File: config.mk
export PLATFORM = sky130hd
export DESIGN_NAME = center_divider_scheduler_flat
export DESIGN_NICKNAME = d
export VERILOG_FILES = /design/src/rtl/center_divider_scheduler_if.sv /design/src/rtl/center_divider_scheduler.sv /design/src/flat_wrapper.sv
export SDC_FILE = /design/constraint.sdc
export NUM_CORES = 1
export LEC_CHECK = 0
export ABC_CLOCK_PERIOD_IN_PS = 6500
export CAP_MARGIN = 20
export CORE_MARGIN = 3
export CORE_UTILIZATION = 54
export DETAILED_ROUTE_END_ITERATION = 10
export GPL_TIMING_DRIVEN = 0
export PLACE_DENSITY_LB_ADDON = 0.05
export REMOVE_ABC_BUFFERS = 1
export SYNTH_ARGS = -nofsm -noshare
export SYNTH_HDL_FRONTEND = slang
export SYNTH_SLANG_ARGS = --single-unit
File: constraint.sdc
create_clock -name clk -period 6.5 [get_ports clk]
set_input_delay 1.3 -clock clk [delete_from_list [all_inputs] [get_ports clk]]
set_output_delay 1.3 -clock clk [all_outputs]
set_load 0.02 [all_outputs]
File: src/rtl/center_divider_scheduler_if.sv
`default_nettype none
// ============================================================================
// Module      : center_divider_scheduler_if
// Description : Bundle between the centroid accumulators / path-decision logic
//               and center_divider_scheduler.
//               slave  : the divider scheduler (consumes frame and sums,
//                        produces centers and status).
//               master : the surrounding logic driving frame and sums.
//               Signals: video_frame_valid, mazeParametersDefined,
//               numer_flat {bottom,left,up,right}, denom_flat (same order),
//               bottom/left/upper/right_center, centers_valid, done, busy,
//               overrun.
// Revision    : 1.0 - initial release
// ============================================================================
interface center_divider_scheduler_if #(
    parameter int NUM_W = 10,
    parameter int DEN_W = 5
);
    logic                 video_frame_valid;
    logic                 mazeParametersDefined;
    logic [4*NUM_W-1:0]   numer_flat;
    logic [4*DEN_W-1:0]   denom_flat;
    logic [NUM_W-1:0]     bottom_center;
    logic [NUM_W-1:0]     left_center;
    logic [NUM_W-1:0]     upper_center;
    logic [NUM_W-1:0]     right_center;
    logic                 centers_valid;
    logic                 done;
    logic                 busy;
    logic                 overrun;

    modport slave (
        input  video_frame_valid, mazeParametersDefined, numer_flat, denom_flat,
        output bottom_center, left_center, upper_center, right_center,
        output centers_valid, done, busy, overrun
    );

    modport master (
        output video_frame_valid, mazeParametersDefined, numer_flat, denom_flat,
        input  bottom_center, left_center, upper_center, right_center,
        input  centers_valid, done, busy, overrun
    );
endinterface
`default_nettype wire

File: src/rtl/center_divider_scheduler.sv
`default_nettype none
// ============================================================================
// Module      : center_divider_scheduler
// Description : Shares one serial restoring divider across the four centroid
//               channels (bottom, left, up, right). A qualified frame end
//               snapshots the four sum/count pairs, divides them in turn
//               (NUM_W+2 cycles each) and publishes all four centers at once
//               with a one-cycle done pulse.
// Ports       : clk  - system clock (posedge)
//               rst  - asynchronous active-high reset
//               bus  - center_divider_scheduler_if.slave (frame/sum inputs,
//                      center outputs, centers_valid/done/busy/overrun)
// Revision    : 1.0 - initial release
// ============================================================================
module center_divider_scheduler #(
    parameter int NUM_W = 10,   // must match the interface instance
    parameter int DEN_W = 5
) (
    input  wire logic clk,
    input  wire logic rst,
    center_divider_scheduler_if.slave bus
);
    localparam int CNT_W = $clog2(NUM_W + 1);

    typedef enum logic [2:0] {
        S_IDLE  = 3'd0,
        S_LOAD  = 3'd1,
        S_DIV   = 3'd2,
        S_STORE = 3'd3,
        S_DONE  = 3'd4
    } state_t;

    state_t             r_state;
    logic               r_fv_d;
    logic [1:0]         r_ch;
    logic [NUM_W-1:0]   r_numer_snap [4];
    logic [DEN_W-1:0]   r_denom_snap [4];
    logic [NUM_W-1:0]   r_shadow     [4];
    logic [NUM_W-1:0]   r_center     [4];
    logic [DEN_W:0]     r_rem;
    logic [NUM_W-1:0]   r_quo;
    logic [CNT_W-1:0]   r_bitcnt;
    logic               r_valid;
    logic               r_done;
    logic               r_busy;
    logic               r_overrun;

    logic [NUM_W-1:0]   w_numer [4];
    logic [DEN_W-1:0]   w_denom [4];
    logic               w_fe;
    logic               w_start_req;
    logic [DEN_W:0]     w_t;
    logic [DEN_W:0]     w_den;
    logic               w_ge;
    logic [DEN_W:0]     w_diff;

    // Channel 0 (bottom) lives in the most significant slice.
    for (genvar gi = 0; gi < 4; gi++) begin : g_unpack
        assign w_numer[gi] = bus.numer_flat[(3-gi)*NUM_W +: NUM_W];
        assign w_denom[gi] = bus.denom_flat[(3-gi)*DEN_W +: DEN_W];
    end

    assign w_fe        = r_fv_d & ~bus.video_frame_valid;
    assign w_start_req = w_fe & bus.mazeParametersDefined;

    // One restoring step: shift in the next dividend bit, subtract if it fits.
    // With a zero divisor the subtraction always "fits", giving all ones.
    assign w_t    = {r_rem[DEN_W-1:0], r_quo[NUM_W-1]};
    assign w_den  = {1'b0, r_denom_snap[r_ch]};
    assign w_ge   = (w_t >= w_den);
    assign w_diff = w_t - w_den;

    always_ff @(posedge clk or posedge rst) begin
        if (rst) begin
            r_state   <= S_IDLE;
            r_fv_d    <= 1'b0;
            r_ch      <= 2'd0;
            r_rem     <= '0;
            r_quo     <= '0;
            r_bitcnt  <= '0;
            r_valid   <= 1'b0;
            r_done    <= 1'b0;
            r_busy    <= 1'b0;
            r_overrun <= 1'b0;
            for (int i = 0; i < 4; i++) begin
                r_numer_snap[i] <= '0;
                r_denom_snap[i] <= '0;
                r_shadow[i]     <= '0;
                r_center[i]     <= '0;
            end
        end else begin
            r_fv_d    <= bus.video_frame_valid;
            r_done    <= 1'b0;
            // Any qualified frame end outside IDLE (DONE included) is dropped.
            r_overrun <= w_start_req && (r_state != S_IDLE);

            case (r_state)
                S_IDLE: begin
                    if (w_start_req) begin
                        for (int i = 0; i < 4; i++) begin
                            r_numer_snap[i] <= w_numer[i];
                            r_denom_snap[i] <= w_denom[i];
                        end
                        r_ch    <= 2'd0;
                        r_busy  <= 1'b1;
                        r_state <= S_LOAD;
                    end
                end
                S_LOAD: begin
                    r_rem    <= '0;
                    r_quo    <= r_numer_snap[r_ch];
                    r_bitcnt <= CNT_W'(NUM_W);
                    r_state  <= S_DIV;
                end
                S_DIV: begin
                    r_quo    <= {r_quo[NUM_W-2:0], w_ge};
                    r_rem    <= w_ge ? w_diff : w_t;
                    r_bitcnt <= r_bitcnt - 1'b1;
                    if (r_bitcnt == CNT_W'(1)) begin
                        r_state <= S_STORE;
                    end
                end
                S_STORE: begin
                    r_shadow[r_ch] <= r_quo;
                    if (r_ch == 2'd3) begin
                        // Publish here so the new set is visible during DONE,
                        // in the same cycle as the done pulse.
                        r_center[0] <= r_shadow[0];
                        r_center[1] <= r_shadow[1];
                        r_center[2] <= r_shadow[2];
                        r_center[3] <= r_quo;
                        r_done      <= 1'b1;
                        r_valid     <= 1'b1;
                        r_state     <= S_DONE;
                    end else begin
                        r_ch    <= r_ch + 2'd1;
                        r_state <= S_LOAD;
                    end
                end
                S_DONE: begin
                    r_busy  <= 1'b0;
                    r_state <= S_IDLE;
                end
                default: begin
                    r_busy  <= 1'b0;
                    r_state <= S_IDLE;
                end
            endcase
        end
    end

    assign bus.bottom_center = r_center[0];
    assign bus.left_center   = r_center[1];
    assign bus.upper_center  = r_center[2];
    assign bus.right_center  = r_center[3];
    assign bus.centers_valid = r_valid;
    assign bus.done          = r_done;
    assign bus.busy          = r_busy;
    assign bus.overrun       = r_overrun;

endmodule
`default_nettype wire

File: src/flat_wrapper.sv
// flat-port wrapper written by rule: the top's interface ports become plain ports
module center_divider_scheduler_flat 
#(
    parameter int NUM_W = 10,                                       
    parameter int DEN_W = 5
)
  (clk, rst, bus_video_frame_valid, bus_mazeParametersDefined, bus_numer_flat, bus_denom_flat, bus_bottom_center, bus_left_center, bus_upper_center, bus_right_center, bus_centers_valid, bus_done, bus_busy, bus_overrun);
  center_divider_scheduler_if #(.NUM_W(NUM_W), .DEN_W(DEN_W)) bus_i ();
  input  wire logic clk;
  input  wire logic rst;
  input wire logic [$bits(bus_i.video_frame_valid)-1:0] bus_video_frame_valid;
  input wire logic [$bits(bus_i.mazeParametersDefined)-1:0] bus_mazeParametersDefined;
  input wire logic [$bits(bus_i.numer_flat)-1:0] bus_numer_flat;
  input wire logic [$bits(bus_i.denom_flat)-1:0] bus_denom_flat;
  output wire logic [$bits(bus_i.bottom_center)-1:0] bus_bottom_center;
  output wire logic [$bits(bus_i.left_center)-1:0] bus_left_center;
  output wire logic [$bits(bus_i.upper_center)-1:0] bus_upper_center;
  output wire logic [$bits(bus_i.right_center)-1:0] bus_right_center;
  output wire logic [$bits(bus_i.centers_valid)-1:0] bus_centers_valid;
  output wire logic [$bits(bus_i.done)-1:0] bus_done;
  output wire logic [$bits(bus_i.busy)-1:0] bus_busy;
  output wire logic [$bits(bus_i.overrun)-1:0] bus_overrun;
  assign bus_i.video_frame_valid = bus_video_frame_valid;
  assign bus_i.mazeParametersDefined = bus_mazeParametersDefined;
  assign bus_i.numer_flat = bus_numer_flat;
  assign bus_i.denom_flat = bus_denom_flat;
  assign bus_bottom_center = bus_i.bottom_center;
  assign bus_left_center = bus_i.left_center;
  assign bus_upper_center = bus_i.upper_center;
  assign bus_right_center = bus_i.right_center;
  assign bus_centers_valid = bus_i.centers_valid;
  assign bus_done = bus_i.done;
  assign bus_busy = bus_i.busy;
  assign bus_overrun = bus_i.overrun;
  center_divider_scheduler #(.NUM_W(NUM_W), .DEN_W(DEN_W)) u_core (.clk(clk), .rst(rst), .bus(bus_i));
endmodule
==> qor.yml, run 1 <==
status:
  outcome: "finished, final reports clean"
yosys:
  synthesis.area_mm2: 0.006969
  synth_seq_cells: 159
  ys_seq_area_frac: 0.5709
  ys.warnings.count: 0
  syn_area_per_cell_um2: 14.99
  synthFlopType: "dfrtp_1"
  postSynth.asyncResetShare: 1.000
  yosysUniqueCellTypes: 45
  synth_edf_count: 0
  postSynthCellCount: 465
worst_setup_path:
  cp.arrival_ns: 3.29
  startpoint_type: "primary input"
  required_ns: 6.79
  path_depth: 5
  crit_chain: "clkdlybuf4s50_1, and3b_1, nand2_2, buf_12, mux2_1"
  cp-end-kind: "register"
  r2r_cells: 9
  ff2ff_setup_slack_ns: 3.53
  worst-path-buf-inv: 2
  critPathMaxStageDelay_ns: 0.50
  crit_family: "simple AND/OR/NAND/NOR gates"
  cp_max_fo: 33
  slowest_stage: "nand2_2"
  crit_type: "primary input to register"
power_and_ir_drop:
  p_total_mw: 2.126
  ir_drop_mv: 0.1933
  p_per_area_mw_per_mm2: 242.1
  leakage_nw: 3.784
drt:
  wl_met2_um: 6046
  top_layer_used: "met4"
  wl_met1_um: 5832
  drt-pass1-iter-count: 4
  wire_per_inst_um: 16.96
  antenna_left: 0
  via_per_inst: 5.444
  route.met3.wl_um: 680
  drc: 0
  totalWireLength_um: 12790
  vias: 4105
  drt_iter0_drc: 235
sta:
  fmax_mhz: 333.9
  finalCritPeriodShare: 0.4607
  finalHoldViolCount: 0
  fin_crit_ns: 2.995
  slew_violations: 0
  tightestPinTransition_ns: 0.8796
  maxSlewHeadroom: 0.4136
  clock_skew_ns: 0.007561
  finalSetupViolCount: 0
  holdWs_ns: 0.4616
  rsz0062_at_grt: "false"
hold_path:
  min_path_type: "register to register"
  worstHoldPathCells: 1
floorplanning:
  io_pins: 108
  die_h_um: 119.6
  rows: 40
  initial_core_util: 0.5661
  fp.coreArea_mm2: 0.01231
  die_w_um: 119.6
  dieArea_mm2: 0.01431
cts:
  cts_sinks: 159
  cts_setup_buffers: 0
  root_buffer: "clkbuf_16"
  hold_buffers: 0
  clkLatencyLatePin_ns: 0.42
  cts_tree: "built"
  cts_made_buffers: 17
  clock_path_buffers: 2
  cts.htree.levels: 4
  clkTransAtPathRegs_ns: 0.06
  cts_resized: 0
cells_and_area:
  drive_gt1_frac: 0.3140
  nFillCells: 878
  num_antenna_cells: 0
  utilization: 0.7133
  fin_area_mm2: 0.008782
  area_growth_pct: 26.01
  multi_input_area_mm2: 0.002740
  layout.nets: 651
  final-seq-area_mm2: 0.003979
grt:
  antenna_found_initial: 0
  grt_max_degree: 104
  grt_pass1_wl_um: 21160
  grt_pass1_vias: 4214
  track_usage: 0.1893
  overflow: 0
placed_design:
  dpl_cell_area_mm2: 0.008159
  gp_congestion: 0.7901
  place_hpwl_um: 8684
  portBuffers: 107
job:
  maxCapViolations: 0
## metrics by stage
step	setup TNS (ns)	cells	setup slack [ns]
floorplan	0	445	0.9084
global placement	-162.14	720	-1.025
detailed placement	0	724	3.092
CTS	0	754	3.498
global route	0	754	3.298
finish	0	754	3.505
## state kept, by name (all words and copies together) (netlist names), 2 cells and up
name and flops:
u_core.r_rem 5, u_core.r_shadow 30, u_core.r_ch 2, u_core.bus.bottom_center 10, u_core.r_denom_snap 20, u_core.r_bitcnt 4
u_core.bus.left_center 10, u_core.bus.upper_center 10, u_core.r_quo 10, u_core.r_state 3, u_core.bus.right_center 10, u_core.r_numer_snap 40
## power by group
| group | internal, mW | total [mW] | switching, mW | leakage [nW] |
|---|---|---|---|---|
| logic | 0.0483 | 0.0820 | 0.0336 | 1.69 |
| clock network | 0.674 | 1.05 | 0.378 | 0.301 |
| registers | 0.992 | 0.992 | 0.000130 | 1.79 |
## placed cells by master, fill, tap and decap left out, types with 2 or more instances in the layout
| cell type | synthesis | routed |
|---|---|---|
| a21oi_1 | 8 | 8 |
| a22oi_1 | 9 | 9 |
| a31oi_1 | 2 | 2 |
| a32oi_1 | 2 | 2 |
| buf_12 | 0 | 2 |
| bufinv_16 | 0 | 5 |
| clkbuf_16 | 0 | 17 |
| clkdlybuf4s50_1 | 0 | 107 |
| clkinv_2 | 0 | 4 |
| clkinvlp_4 | 0 | 2 |
| dfrtp_1 | 159 | 159 |
| ha_1 | 11 | 11 |
| inv_1 | 17 | 16 |
| inv_2 | 2 | 2 |
| mux2_1 | 10 | 10 |
| mux2_2 | 91 | 91 |
| mux2_4 | 30 | 30 |
| mux4_2 | 15 | 15 |
| nand2_1 | 14 | 14 |
| nand2_2 | 7 | 7 |
| nand3_1 | 26 | 26 |
| nor2_1 | 6 | 6 |
| nor2b_1 | 2 | 2 |
| nor3_1 | 2 | 2 |
| nor3_2 | 2 | 2 |
| o21ai_0 | 5 | 5 |
| o21ai_1 | 3 | 3 |
| xor2_1 | 3 | 3 |
## cells in the mapped netlist (3+ instances only)
master	n	share of area
buf_6	11	0.018
nand2_2	7	0.0063
mux2_2	91	0.15
nor2_1	6	0.0032
mux4_2	15	0.048
inv_1	17	0.0092
mux2_4	30	0.065
o21ai_1	3	0.0022
nand3_1	26	0.019
buf_4	5	0.0054
mux2_1	10	0.016
dfrtp_1	159	0.57
xor2_1	3	0.0038
a22oi_1	9	0.0097
ha_1	11	0.020
nand2_1	14	0.0075
o21ai_0	5	0.0036
a21oi_1	8	0.0057
## area by class of cell
cell class,count,share of cell area
clock buffer,18,0.04887
clock inverter,12,0.02208
inverter,19,0.008691
multi-input combinational,267,0.3120
sequential,159,0.4531
tap,168,0.02394
timing repair buffer,111,0.1314
## cell families after synthesis
| group | count (synthesis) | synth area share |
|---|---|---|
| mux | 146 | 0.2763 |
| xor+xnor | 4 | 0.005028 |
| flops | 159 | 0.5709 |
| compound gates | 38 | 0.03680 |
| simple gates | 67 | 0.05243 |
| buf+inv | 39 | 0.03591 |
| fa+ha+maj | 12 | 0.02262 |
## final timing paths
kind / to / start
max: u_core.r_denom_snap[2] / bus_video_frame_valid
min: u_core.bus.centers_valid / u_core.bus.centers_valid
max reg2reg: u_core.r_rem[4] / u_core.r_ch[0]
min reg2reg: u_core.bus.centers_valid / u_core.bus.centers_valid
max in group asynchronous: u_core.bus.bottom_center[2] / rst
min in group asynchronous: u_core.r_numer_snap[15] / rst
## metal layers
| metal | track usage | vias up |
|---|---|---|
| met5 | 0 | - |
| met4 | 0.07373 | 0 |
| met3 | 0.05042 | 17 |
| met2 | 0.2895 | 109 |
| met1 | 0.2609 | 2080 |
| li1 | - | 1899 |
Power figures use the tool's default switching activity.
==> run 2: changes to the inputs <==
- ABC_CLOCK_PERIOD_IN_PS: 6500 -> 2600
- CORE_UTILIZATION: 54 -> 49
- clock period: 6.5 -> 2.6 ns (I/O delays scaled with it)
==> run 2 against run 1 <==
Compared with the run above:
- total power is 140% higher
- cell count is 1.2% higher
- wire length is 1.6% higher
- clock skew hardly changed
- sequential share of layout area is 0.13 points higher
- register-to-register slack worse by 3.3 ns
- global-route usage is 1.5 points lower
- first-iteration DRC count is 28% lower
- non-clock buffer count is 1 higher
- die area is 9.7% higher
- critical endpoint is now u_core.r_rem[4]
- largest cell class unchanged
==> qor.yml, run 2 (synthesized netlist as in run 1, its figures left out) <==
status:
  outcome: "finished, final reports clean"
drt:
  wl_met2_um: 5911
  drc: 0
  wl_met1_um: 6251
  top_layer_used: "met4"
  drt_iter0_drc: 169
  totalWireLength_um: 12980
  route.met3.wl_um: 650
  via_per_inst: 5.359
  drt-pass1-iter-count: 4
  wire_per_inst_um: 17.02
  antenna_left: 0
  vias: 4089
worst_setup_path:
  r2r_cells: 9
  critPathMaxStageDelay_ns: 0.51
  startpoint_type: "register"
  required_ns: 2.89
  r2r_start: "u_core.r_ch[0]"
  ff2ff_setup_slack_ns: 0.18
  cp.arrival_ns: 2.71
  worst-path-buf-inv: 2
  cp_max_fo: 12
  reg2reg_to: "u_core.r_rem[4]"
  crit_chain: "buf_16, mux4_2, ha_1, inv_1, fa_1, a21oi_2, o221a_2, a32oi_1, o21ai_1"
  crit_family: "compound AO/OA/AOI/OAI gates"
  crit_type: "register to register"
  cp-end-kind: "register"
  slowest_stage: "mux4_2"
power_and_ir_drop:
  p_int_mw: 4.044
  pwr-share-comb: 0.040
  leakage_nw: 3.761
  ir_drop_mv: 0.4361
  switching_share: 0.2023
  clockPowerShare: 0.471
  seqPwrFrac: 0.489
  p_per_area_mw_per_mm2: 578.1
  p_switching_mw: 1.025
cells_and_area:
  drive_gt1_frac: 0.3220
  utilization: 0.6467
  final_common_cell: "dfrtp_1"
  fin_area_mm2: 0.008768
  largest_reg_flops: 40
  largest-register: "u_core.r_numer_snap"
  layout_common_cells: "157 x dfrtp_1, 107 x clkdlybuf4s50_1, 91 x mux2_2"
  area_growth_pct: 25.82
  layout.nets: 652
  num_antenna_cells: 0
  top_regs: "u_core.r_numer_snap: 40 flops, u_core.r_shadow: 30 flops, u_core.r_denom_snap: 20 flops"
grt:
  grt_pass1_vias: 4263
  track_usage: 0.1747
  overflow: 0
  grt_max_degree: 88
  antenna_found_initial: 0
  grt_pass1_wl_um: 21900
floorplanning:
  die_w_um: 125.3
  dieArea_mm2: 0.01569
  die_h_um: 125.3
  fp.coreArea_mm2: 0.01356
  initial_core_util: 0.5140
  rows: 42
  io_pins: 108
placed_design:
  place_hpwl_um: 9025
  portBuffers: 107
  dp_slack_ns: -0.2000
  dpl_cell_area_mm2: 0.008182
  gp_congestion: 0.7733
cts:
  clkTransAtPathRegs_ns: 0.06
  cts.htree.levels: 4
  root_buffer: "clkbuf_16"
  hold_buffers: 0
  cts_sinks: 159
  clkLatencyLatePin_ns: 0.42
  cts_tree: "built"
  clock_path_buffers: 2
  cts_made_buffers: 17
sta:
  fmax_mhz: 413.5
  fin_crit_ns: 2.418
  slew_violations: 0
  tightestPinTransition_ns: 0.7637
  rsz0062_at_grt: "false"
  finalCritPeriodShare: 0.9301
  holdWs_ns: 0.4700
  finalSetupViolCount: 0
  clock_skew_ns: 0.007300
  finalHoldViolCount: 0
  setup_ws_ns: 0.1817
  maxSlewHeadroom: 0.4909
hold_path:
  hp-start: "u_core.bus.centers_valid"
  whs_endpoint: "u_core.bus.centers_valid"
  worstHoldPathCells: 1
  min_path_type: "register to register"
job:
  maxCapViolations: 0
==> run 2: changes by cell type in the layout (fill, tap and decap cells not counted), moves of 2 or more <==
cell        before  now
bufinv_16        5    2
clkbuf_8         0    2
clkinvlp_4       2    5
dfrtp_1        159  157
==> run 2: worst max path at each step <==
stage                              start                          end  slack [ns]  cells after the start
after floorplan                      rst  u_core.bus.bottom_center[0]       -2.21                      1
after global placement               rst     u_core.bus.centers_valid       -4.25                      2
after CTS                 u_core.r_ch[1]              u_core.r_rem[0]        0.11                      8
after global routing      u_core.r_ch[0]              u_core.r_rem[4]        0.04                      9
after detailed placement  u_core.r_ch[1]              u_core.r_rem[0]       -0.20                      8
final                     u_core.r_ch[0]              u_core.r_rem[4]        0.18                      9
==> run 2: repair_timing <==
action	4_1_cts	5_1_grt
setup endpoints to repair	6	3
gates resized for setup	2	2
pin swaps	0	1
setup buffers	1	0
==> run 2: per-stage QoR <==
step	power [mW]	std cells	TNS, ns
after global routing	5.257	763	0
final	5.069	763	0
after CTS	5.132	763	0
after global placement	2.725	728	-704.73
after floorplan	2.608	445	-351.94
after detailed placement	2.734	732	-0.9052
==> run 2: power by group through the flow <==
stage / clock network (mW) / logic [mW] / registers [mW]
after floorplan: 0 / 0.0824 / 2.53
after global placement: 0 / 0.200 / 2.53
final: 2.39 / 0.204 / 2.48
after CTS: 2.44 / 0.210 / 2.48
after detailed placement: 0 / 0.210 / 2.52
after global routing: 2.55 / 0.226 / 2.48
==> run 2: final cells by class <==
cell class / count / area [µm²]
fill: 1002 / 4790
sequential: 159 / 3984
multi-input combinational: 267 / 2744
timing repair buffer: 112 / 1174
clock buffer: 19 / 452.9
tap: 176 / 220.2
clock inverter: 11 / 117.6
inverter: 19 / 76.32
==> run 2: routing by layer <==
layer	track usage	up-vias
met4	0.06505	0
met1	0.2482	2064
met2	0.2604	99
met5	0	-
li1	-	1912
met3	0.04691	14
